<file path="config.mk">
export PLATFORM = sky130hd
export DESIGN_NAME = fft_bitrev_inbuf
export DESIGN_NICKNAME = d
export VERILOG_FILES = /design/src/rtl/fft_bitrev_inbuf.sv
export SDC_FILE = /design/constraint.sdc
export NUM_CORES = 2
export LEC_CHECK = 0
export CORE_MARGIN = 2
export CORE_UTILIZATION = 30
export CTS_BUF_LIST = sky130_fd_sc_hd__clkbuf_16
export CTS_CLUSTER_DIAMETER = 100
export DETAILED_ROUTE_END_ITERATION = 7
export GPL_TIMING_DRIVEN = 0
export MAX_ROUTING_LAYER = met4
export PLACE_DENSITY = 0.42
export SYNTH_ARGS = -nofsm -noshare
export SYNTH_HDL_FRONTEND = slang
export SYNTH_SLANG_ARGS = --single-unit
</file>
<file path="constraint.sdc">
create_clock -name clk_i -period 3.5 [get_ports clk_i]
set_input_delay 0.35 -clock clk_i [delete_from_list [all_inputs] [get_ports clk_i]]
set_output_delay 0.35 -clock clk_i [all_outputs]
set_load 0.05 [all_outputs]
</file>
<file path="src/rtl/fft_bitrev_inbuf.sv">
// Bit-reversing ping-pong input buffer ahead of the radix-2 butterfly of the 64-point FFT.
// Define FFT_INBUF_LAST_CHK_EN to add the in_last_i framing check and sticky frame_err_o.
`ifndef DATA_WID
`define DATA_WID 16
`endif

module fft_bitrev_inbuf #(
  parameter int N_LOG2 = 6,
  parameter int DW     = `DATA_WID
) (
  input  logic                 clk_i,
  input  logic                 rst_i,
  input  logic                 in_valid_i,
  output logic                 in_ready_o,
  input  logic signed [DW-1:0] in_re_i,
  input  logic signed [DW-1:0] in_im_i,
`ifdef FFT_INBUF_LAST_CHK_EN
  input  logic                 in_last_i,
  output logic                 frame_err_o,
`endif
  output logic                 out_valid_o,
  input  logic                 out_ready_i,
  output logic signed [DW-1:0] out_re1_o,
  output logic signed [DW-1:0] out_im1_o,
  output logic signed [DW-1:0] out_re2_o,
  output logic signed [DW-1:0] out_im2_o,
  output logic [N_LOG2-2:0]    out_idx_o,
  output logic                 out_last_o
);

  localparam int N = 1 << N_LOG2;

  logic signed [DW-1:0] r_re [2][N];
  logic signed [DW-1:0] r_im [2][N];

  logic [N_LOG2-1:0] r_wr_cnt;
  logic [N_LOG2-2:0] r_rd_cnt;
  logic              r_wr_bank;
  logic              r_rd_bank;
  logic [1:0]        r_full;

  logic              w_wr_fire;
  logic              w_wr_end;
  logic              w_rd_load;
  logic              w_rd_end;
  logic              w_commit;
  logic              w_abort;
  logic [1:0]        w_full_nxt;
  logic [N_LOG2-1:0] w_wr_addr;
  logic [N_LOG2-1:0] w_rd_addr0;
  logic [N_LOG2-1:0] w_rd_addr1;

  function automatic logic [N_LOG2-1:0] bitrev(input logic [N_LOG2-1:0] a);
    logic [N_LOG2-1:0] r;
    for (int i = 0; i < N_LOG2; i++) r[i] = a[N_LOG2-1-i];
    return r;
  endfunction

  assign in_ready_o = ~r_full[r_wr_bank];
  assign w_wr_fire  = in_valid_i & in_ready_o;
  assign w_wr_end   = (r_wr_cnt == '1);
  assign w_rd_load  = (~out_valid_o | out_ready_i) & r_full[r_rd_bank];
  assign w_rd_end   = (r_rd_cnt == '1);
  assign w_wr_addr  = bitrev(r_wr_cnt);
  assign w_rd_addr0 = {r_rd_cnt, 1'b0};
  assign w_rd_addr1 = {r_rd_cnt, 1'b1};
  assign w_commit   = w_wr_fire & w_wr_end;

`ifdef FFT_INBUF_LAST_CHK_EN
  // An early last closes the frame without committing it; a missing last still commits.
  assign w_abort = w_wr_fire & in_last_i & ~w_wr_end;

  always_ff @(posedge clk_i or posedge rst_i) begin
    if (rst_i) begin
      frame_err_o <= 1'b0;
    end else if (w_wr_fire && (in_last_i != w_wr_end)) begin
      frame_err_o <= 1'b1;
    end
  end
`else
  assign w_abort = 1'b0;
`endif

  // Set and clear always target different banks, so both can happen in one cycle.
  always_comb begin
    w_full_nxt = r_full;
    if (w_commit) w_full_nxt[r_wr_bank] = 1'b1;
    if (w_rd_load && w_rd_end) w_full_nxt[r_rd_bank] = 1'b0;
  end

  always_ff @(posedge clk_i) begin
    if (w_wr_fire) begin
      r_re[r_wr_bank][w_wr_addr] <= in_re_i;
      r_im[r_wr_bank][w_wr_addr] <= in_im_i;
    end
  end

  always_ff @(posedge clk_i or posedge rst_i) begin
    if (rst_i) begin
      r_wr_cnt    <= '0;
      r_rd_cnt    <= '0;
      r_wr_bank   <= 1'b0;
      r_rd_bank   <= 1'b0;
      r_full      <= '0;
      out_valid_o <= 1'b0;
      out_re1_o   <= '0;
      out_im1_o   <= '0;
      out_re2_o   <= '0;
      out_im2_o   <= '0;
      out_idx_o   <= '0;
      out_last_o  <= 1'b0;
    end else begin
      r_full <= w_full_nxt;

      if (w_abort) begin
        r_wr_cnt <= '0;
      end else if (w_wr_fire) begin
        r_wr_cnt <= r_wr_cnt + 1'b1;
        if (w_wr_end) r_wr_bank <= ~r_wr_bank;
      end

      if (w_rd_load) begin
        out_valid_o <= 1'b1;
        out_re1_o   <= r_re[r_rd_bank][w_rd_addr0];
        out_im1_o   <= r_im[r_rd_bank][w_rd_addr0];
        out_re2_o   <= r_re[r_rd_bank][w_rd_addr1];
        out_im2_o   <= r_im[r_rd_bank][w_rd_addr1];
        out_idx_o   <= r_rd_cnt;
        out_last_o  <= w_rd_end;
        if (w_rd_end) begin
          r_rd_cnt  <= '0;
          r_rd_bank <= ~r_rd_bank;
        end else begin
          r_rd_cnt <= r_rd_cnt + 1'b1;
        end
      end else if (out_ready_i) begin
        out_valid_o <= 1'b0;
      end
    end
  end

endmodule

</file>
== Word level (Yosys, flattened, before mapping) ==
Memories as Yosys holds them, arrays and structs flattened.
Cells that the tools add are included.
W data, S select, Z words.

* Input bits: 36
* Memories: 2
* Memory bits (writable): 4096
* Flip-flop bits (word level): 86
* Logic and storage cells: 76

* Equality and inequality tests: 2
* $lt $le $gt $ge: 8
* Mux-type cells: 29
* Add/subtract/negate cells: 2
* Reduce and logical (&&, ||, !) cells: 7
* Bitwise operators: 14

{| class="wikitable"
|+ Memory list
! memory !! depth !! width !! read ports !! clocked after memory_dff !! write ports !! RTL line !! source
|-
| r_im || 2 || 1024 || 1 || 0 || 1 || 34 || <nowiki>logic signed [DW-1:0] r_im [2][N];</nowiki>
|-
| r_re || 2 || 1024 || 1 || 0 || 1 || 33 || <nowiki>logic signed [DW-1:0] r_re [2][N];</nowiki>
|}

{| class="wikitable"
|+ Operators by type and width
! kind !! count
|-
| $mux W1024 || 1
|-
| $bmux W16 S6 || 4
|-
| $mux W16 || 9
|-
| $demux W16 S6 || 1
|-
| $ge A7 B7 Y1 const B || 3
|-
| $not A6 Y7 || 3
|-
| $mux W1 || 9
|-
| $lt A7 B1 Y1 const B || 1
|-
| $add A6 B1 Y6 const B || 1
|-
| $eq A6 B6 Y1 const B || 1
|-
| $add A5 B1 Y5 const B || 1
|-
| $eq A5 B5 Y1 const B || 1
|-
| $mux W5 || 1
|-
| $logic_and A1 B1 Y1 || 4
|-
| $lt A1 B2 Y1 const B || 2
|-
| $mux W2 || 2
|-
| $not A1 Y1 || 4
|-
| $reduce_and A2 Y1 || 2
|-
| $and A1 B1 Y1 || 3
|-
| $and A2 B2 Y2 || 1
|-
| $demux W1 S1 || 2
|-
| $ge A1 B1 Y1 const B || 2
|-
| $not A2 Y2 || 1
|-
| $or A2 B2 Y2 || 1
|-
| 2 further kinds || 2
|}

== Longest topological paths before layout ==
* Depth after elaboration: 8
* Mapped depth: 11
* Mapped depth without buffers: 6

== Worst setup path before layout ==
OpenSTA, ideal clock, no wires.

* Path type: register -> register
* Start: reg r_wr_bank
* End: mem r_im[1][256] (netlist name) (enable)
* Stages on the path, launching flop included: 7
* Clock period less this slack: 4031 ps
* Path buffers: 2
* Library setup time: 421 ps
* Arrival: 3610 ps
* Path slack: -531 ps
* Cells stage by stage: dfrtp_1 mux2i_1 and3_1 clkbuf_1 nand3_1 clkbuf_1 nor2_1

* Longest elaborated chain between the ends: 6

{| class="wikitable"
|+ RTL lines
! what !! RTL line !! source
|-
| from (decl) || 38 || <nowiki>logic r_wr_bank;</nowiki>
|-
| from (signal assigned) || 119 || <nowiki>if (w_wr_end) r_wr_bank <= ~r_wr_bank;</nowiki>
|-
| $mux W1 (implied by the code) (2 in series) || 59 || <nowiki>assign in_ready_o = ~r_full[r_wr_bank];</nowiki>
|-
| $not A1 Y1 || 59 ||
|-
| named net in_ready_o || 14 || <nowiki>output logic in_ready_o,</nowiki>
|-
| $and A1 B1 Y1 || 60 || <nowiki>assign w_wr_fire = in_valid_i & in_ready_o;</nowiki>
|-
| $mux W1 || 92 || <nowiki>if (w_wr_fire) begin</nowiki>
|-
| $mux W1024 (implied by the code) || 94 || <nowiki>r_im[r_wr_bank][w_wr_addr] <= in_im_i;</nowiki>
|-
| to (decl) || 34 ||
|}

The timed path passes the listed nets, and every way through them passes these cells. The select of a mux whose other input is x is not followed.

== Worst setup path after layout ==
* Start: reg r_full[1]
* End: mem r_re[0][169] (netlist name) (enable)

* Longest elaborated chain between the ends: 6

{| class="wikitable"
|+ RTL lines
! what !! RTL line !! source
|-
| from (decl) || 40 || <nowiki>logic [1:0] r_full;</nowiki>
|-
| from (signal assigned) || 113 || <nowiki>r_full <= w_full_nxt;</nowiki>
|-
| $mux W1 (implied by the code) (2 in series) || 59 ||
|-
| $not A1 Y1 || 59 ||
|-
| $and A1 B1 Y1 || 60 ||
|-
| $mux W1 || 92 ||
|-
| $mux W1024 (implied by the code) || 93 || <nowiki>r_re[r_wr_bank][w_wr_addr] <= in_re_i;</nowiki>
|-
| to (decl) || 33 ||
|}

Every way passes these cells. The select of a mux whose other input is x is not followed.

==> reports/metrics.csv <==
stage,metric,value,unit
synth,synth_seq_area_share,0.785,
layout,layout-drive-gt1-share,0.338,
place,place_area,177000,sq um
floorplanning,io_pins,108,
layout,nets,7891,
run_status,status,finished with violations,
layout,stdcell_area,195000,sq um
critical_path,critPathArrivalTime,4.29,ns
power_and_ir_drop,max-vdd-ir-drop,450,uV
floorplanning,die_x,733,microns
drt,drt_pass1_iterations,6,
cts,clk_pin_slew,0.06,ns
synth,synthMuxAreaShare,0.172,
synth,async_flop_share,0.0206,
sta,finClkSkew,0.0679,ns
sta,slew_violations,11,
floorplanning,core,529000,sq um
critical_path,startpoint_type,flip-flop,
sta,max_slew.worst_pin.slew,1.68,ns
layout,syn2layout_area_growth,22.2,%
synth,synth_cells,6818,
floorplanning,start_util,0.301,
synth,syn-num-nets,6862,
sta,finalCriticalPeriod,3.58,ns
power_and_ir_drop,internal_power,0.0861,W
sta,maxSlewHeadroom,-0.120,
cts,clock-sinks,4182,
grt,grt.overflow.total,0,
power_and_ir_drop,power_frac_comb,0.102,
power_and_ir_drop,p_per_area,591,nW/um^2
critical_path,rrSetupSlack,-0.08,ns
grt,grt_pass1_wl,816,mm
min_path,min-delay-path-class,in -> reg,
critical_path,cp_data_required_time,4.21,ns
power_and_ir_drop,totalPowerFinal,0.115,W
synth,synth-main-ff-cell,edfxtp_1,
cts,cts_max_path_buffers,4,
sta,rsz0062_at_grt,true,
place,io_buffer_count,107,
place,hpwl,436,mm
sta,hold_violations,0,
sta,period_share,1.02,
floorplanning,design.die.area,537000,sq um
min_path,hold_path.startpoint,in_valid_i,
run_status,violations,"max-capacitance violations, max-slew violations, negative setup slack",
synth,synth-simple-area-share,0.0167,
floorplanning,fp.dieH,733,microns
critical_path,worstReg2RegStart,r_full[1]$_DFF_PP0_,
power_and_ir_drop,switchingPower,0.0289,W
critical_path,crit_path_max_fanout,12,
synth,yosysWarnings,0,
synth,synth-compound-area-share,0.0128,
drt,drt-initial-drc-count,12000,
min_path,holdPathEnd,r_wr_cnt[2]$_DFFE_PP0N_,
sta,setup_viol,51,
sta,fmax,279,MHz
synth,synth-edff-count,4096,
layout,layout_commonest_cell,edfxtp_1,
power_and_ir_drop,p_sw_frac,0.251,
run,cap_violations,1,
critical_path,r2r_end,r_re[0][169]$_DFFE_PP_,
synth,syn_area,159000,sq um
drt,post-route-drc-count,0,
drt,ant_nets,0,
layout,mostFrequentLayoutCells,"edfxtp_1, mux4_2, clkbuf_16",
cts,htreeDepth,5,
synth,avgSynthCellArea,23.4,sq um
synth,synthAdderAreaFrac,0.000628,
cts,cts_tree,built,
drt,wl_per_cell,41.4,microns
drt,vias,83700,
drt,vias_per_cell,5.48,
grt,antenna_found_initial,68,
power_and_ir_drop,pwr-share-seq,0.494,
cts,cts_buffers,457,
power_and_ir_drop,leakage,59.4,nW
cts,insertion_delay,1.04,ns
critical_path,crit_type,reg -> reg,
floorplanning,fp-row-count,267,
min_path,hold_depth,3,
grt,grt_pass1_vias,82100,
synth,synth_top_family_by_area,multiplexers,
synth,synth_xor_area_frac,0.000330,
critical_path,r2r_cells,9,
synth,ys_ff_latch,4182,
critical_path,end_kind,flip-flop,
sta,finalWorstSetupSlack,-0.0830,ns
grt,grt_max_degree,105,
power_and_ir_drop,power.share.clock,0.404,
drt,routed_wirelength,632,mm
grt,grt_usage,0.237,
cts,clock-root-buffer,clkbuf_16,
place,gp_congestion,0.887,
synth,yosysUniqueCellTypes,54,
-- final cells by class --
type | instances | area, sq um
Inverter | 7 | 33.8
Timing Repair Buffer | 575 | 9670
Buffer | 361 | 2770
Tap cell | 6994 | 8750
Fill cell | 47900 | 334000
Clock buffer | 463 | 11600
Sequential cell | 4182 | 125000
Antenna cell | 33 | 82.6
Multi-Input combinational cell | 2263 | 33900
Clock inverter | 389 | 2680
-- critical path, cell delays in order (launching register included) --
cell      delay, ns
dfrtp_1        0.58
mux2i_4        0.31
and3_1         0.18
clkbuf_1       0.35
nand2_2        0.38
clkbuf_4       0.42
nor2_4         0.30
buf_12         0.23
buf_12         0.20
buf_16         0.19
-- Yosys cell counts, drive strengths merged (2+ instances only) --
| master | number | area, sq um |
|---|---|---|
| a31oi | 4 | 25.0 |
| nand2b | 7 | 43.8 |
| a21oi | 31 | 155 |
| and3 | 4 | 25.0 |
| a211o | 4 | 35.0 |
| dfrtp | 86 | 2150 |
| nand4 | 5 | 31.3 |
| nand2 | 172 | 648 |
| a211oi | 21 | 158 |
| xnor2 | 5 | 43.8 |
| a22oi | 25 | 188 |
| edfxtp | 4096 | 123000 |
| nor2 | 278 | 1040 |
| o22ai | 61 | 382 |
| o2bb2ai | 2 | 17.5 |
| o211ai | 3 | 22.5 |
| buf | 219 | 1340 |
| a32oi | 5 | 43.8 |
| nand3 | 55 | 275 |
| nand3b | 3 | 22.5 |
| and2 | 15 | 93.8 |
| clkbuf | 147 | 552 |
| nor2b | 17 | 106 |
| a221oi | 19 | 166 |
| o21bai | 3 | 22.5 |
| a2111oi | 3 | 26.3 |
| o221ai | 35 | 307 |
| o32a | 9 | 90.1 |
| mux2 | 50 | 563 |
| a221o | 6 | 60.1 |
| ha | 8 | 100 |
| mux2i | 181 | 1810 |
| nor4 | 19 | 119 |
| a22o | 16 | 140 |
| nor3 | 45 | 225 |
| o21ai | 31 | 155 |
| inv | 7 | 26.3 |
| mux4 | 1112 | 25000 |
-- cell families after synthesis --
logic type	after synthesis
flip-flops	4182
multiplexers	1343
AND/OR/NAND/NOR	623
buffers and inverters	373
AO/OA/AOI/OAI	283
adder cells (fa/ha/maj)	8
XOR/XNOR	6
-- registers in the layout (all words and copies together), names as in the netlist --
| register | cells |
|---|---|
| r_rd_bank | 1 |
| r_wr_bank | 1 |
| r_full | 2 |
| out_re2_o | 16 |
| out_im1_o | 16 |
| out_valid_o | 1 |
| r_im | 2048 |
| out_im2_o | 16 |
| out_idx_o | 5 |
| out_last_o | 1 |
| r_wr_cnt | 6 |
| out_re1_o | 16 |
| r_re | 2048 |
| r_rd_cnt | 5 |
-- per-layer routing --
metal / up-vias / wire, microns / share of wire / track usage
li1: 31300 / - / - / -
met4: 0 / 27300 / 0.043 / 0.0851
met1: 47200 / 261000 / 0.41 / 0.317
met2: 4258 / 293000 / 0.46 / 0.364
met3: 934 / 51000 / 0.081 / 0.0432
met5: - / 0 / 0 / -
-- through the flow --
stage | instances | hold WS [ns] | utilization | TNS [ns] | worst slack (ns)
after floorplan | 6818 | 0.449 | - | -364.66 | -0.198
after detailed placement | 14200 | 0.491 | 0.334 | -2298.75 | -1.81
after global placement | 13900 | 0.484 | 0.320 | - | -4.99
final | 15300 | 0.294 | 0.368 | -2.25 | -0.0830
after global routing | 15300 | 0.300 | 0.368 | -0.127 | -0.0552
after CTS | 15200 | 0.235 | 0.367 | -138.27 | -0.314
-- timing repair --
action	CTS	global route
resized for setup	396	99
endpoints found under the hold margin	1575	0
pin swaps	67	12
hold buffers	33	0
setup buffers	122	11
endpoints found under the setup margin	3624	1412
-- power groups by stage --
stage	Sequential (W)	Combinational, W	Clock [W]
floorplan	0.0583	0.00430	0
global placement	0.0583	0.0104	0
detailed placement	0.0578	0.0113	0
CTS	0.0568	0.0117	0.0471
global route	0.0568	0.0120	0.0490
finish	0.0568	0.0118	0.0464
-- worst max path at each step --
| stage | from | cells past startpoint | to | slack [ns] |
|---|---|---|---|---|
| global route | r_rd_cnt[1]$_DFFE_PP0P_ | 8 | out_re1_o[8]$_DFFE_PP0P_ | -0.06 |
| CTS | r_full[1]$_DFF_PP0_ | 7 | r_im[1][583]$_DFFE_PP_ | -0.31 |
| detailed placement | r_rd_cnt[1]$_DFFE_PP0P_ | 8 | out_im2_o[3]$_DFFE_PP0P_ | -1.81 |
| finish | r_full[1]$_DFF_PP0_ | 9 | r_re[0][169]$_DFFE_PP_ | -0.08 |
| global placement | r_full[1]$_DFF_PP0_ | 6 | r_im[1][618]$_DFFE_PP_ | -4.99 |
| floorplan | r_wr_bank$_DFFE_PP0N_ | 6 | r_im[1][528]$_DFFE_PP_ | -0.20 |
No activity file was read; power rests on OpenSTA's default activity.
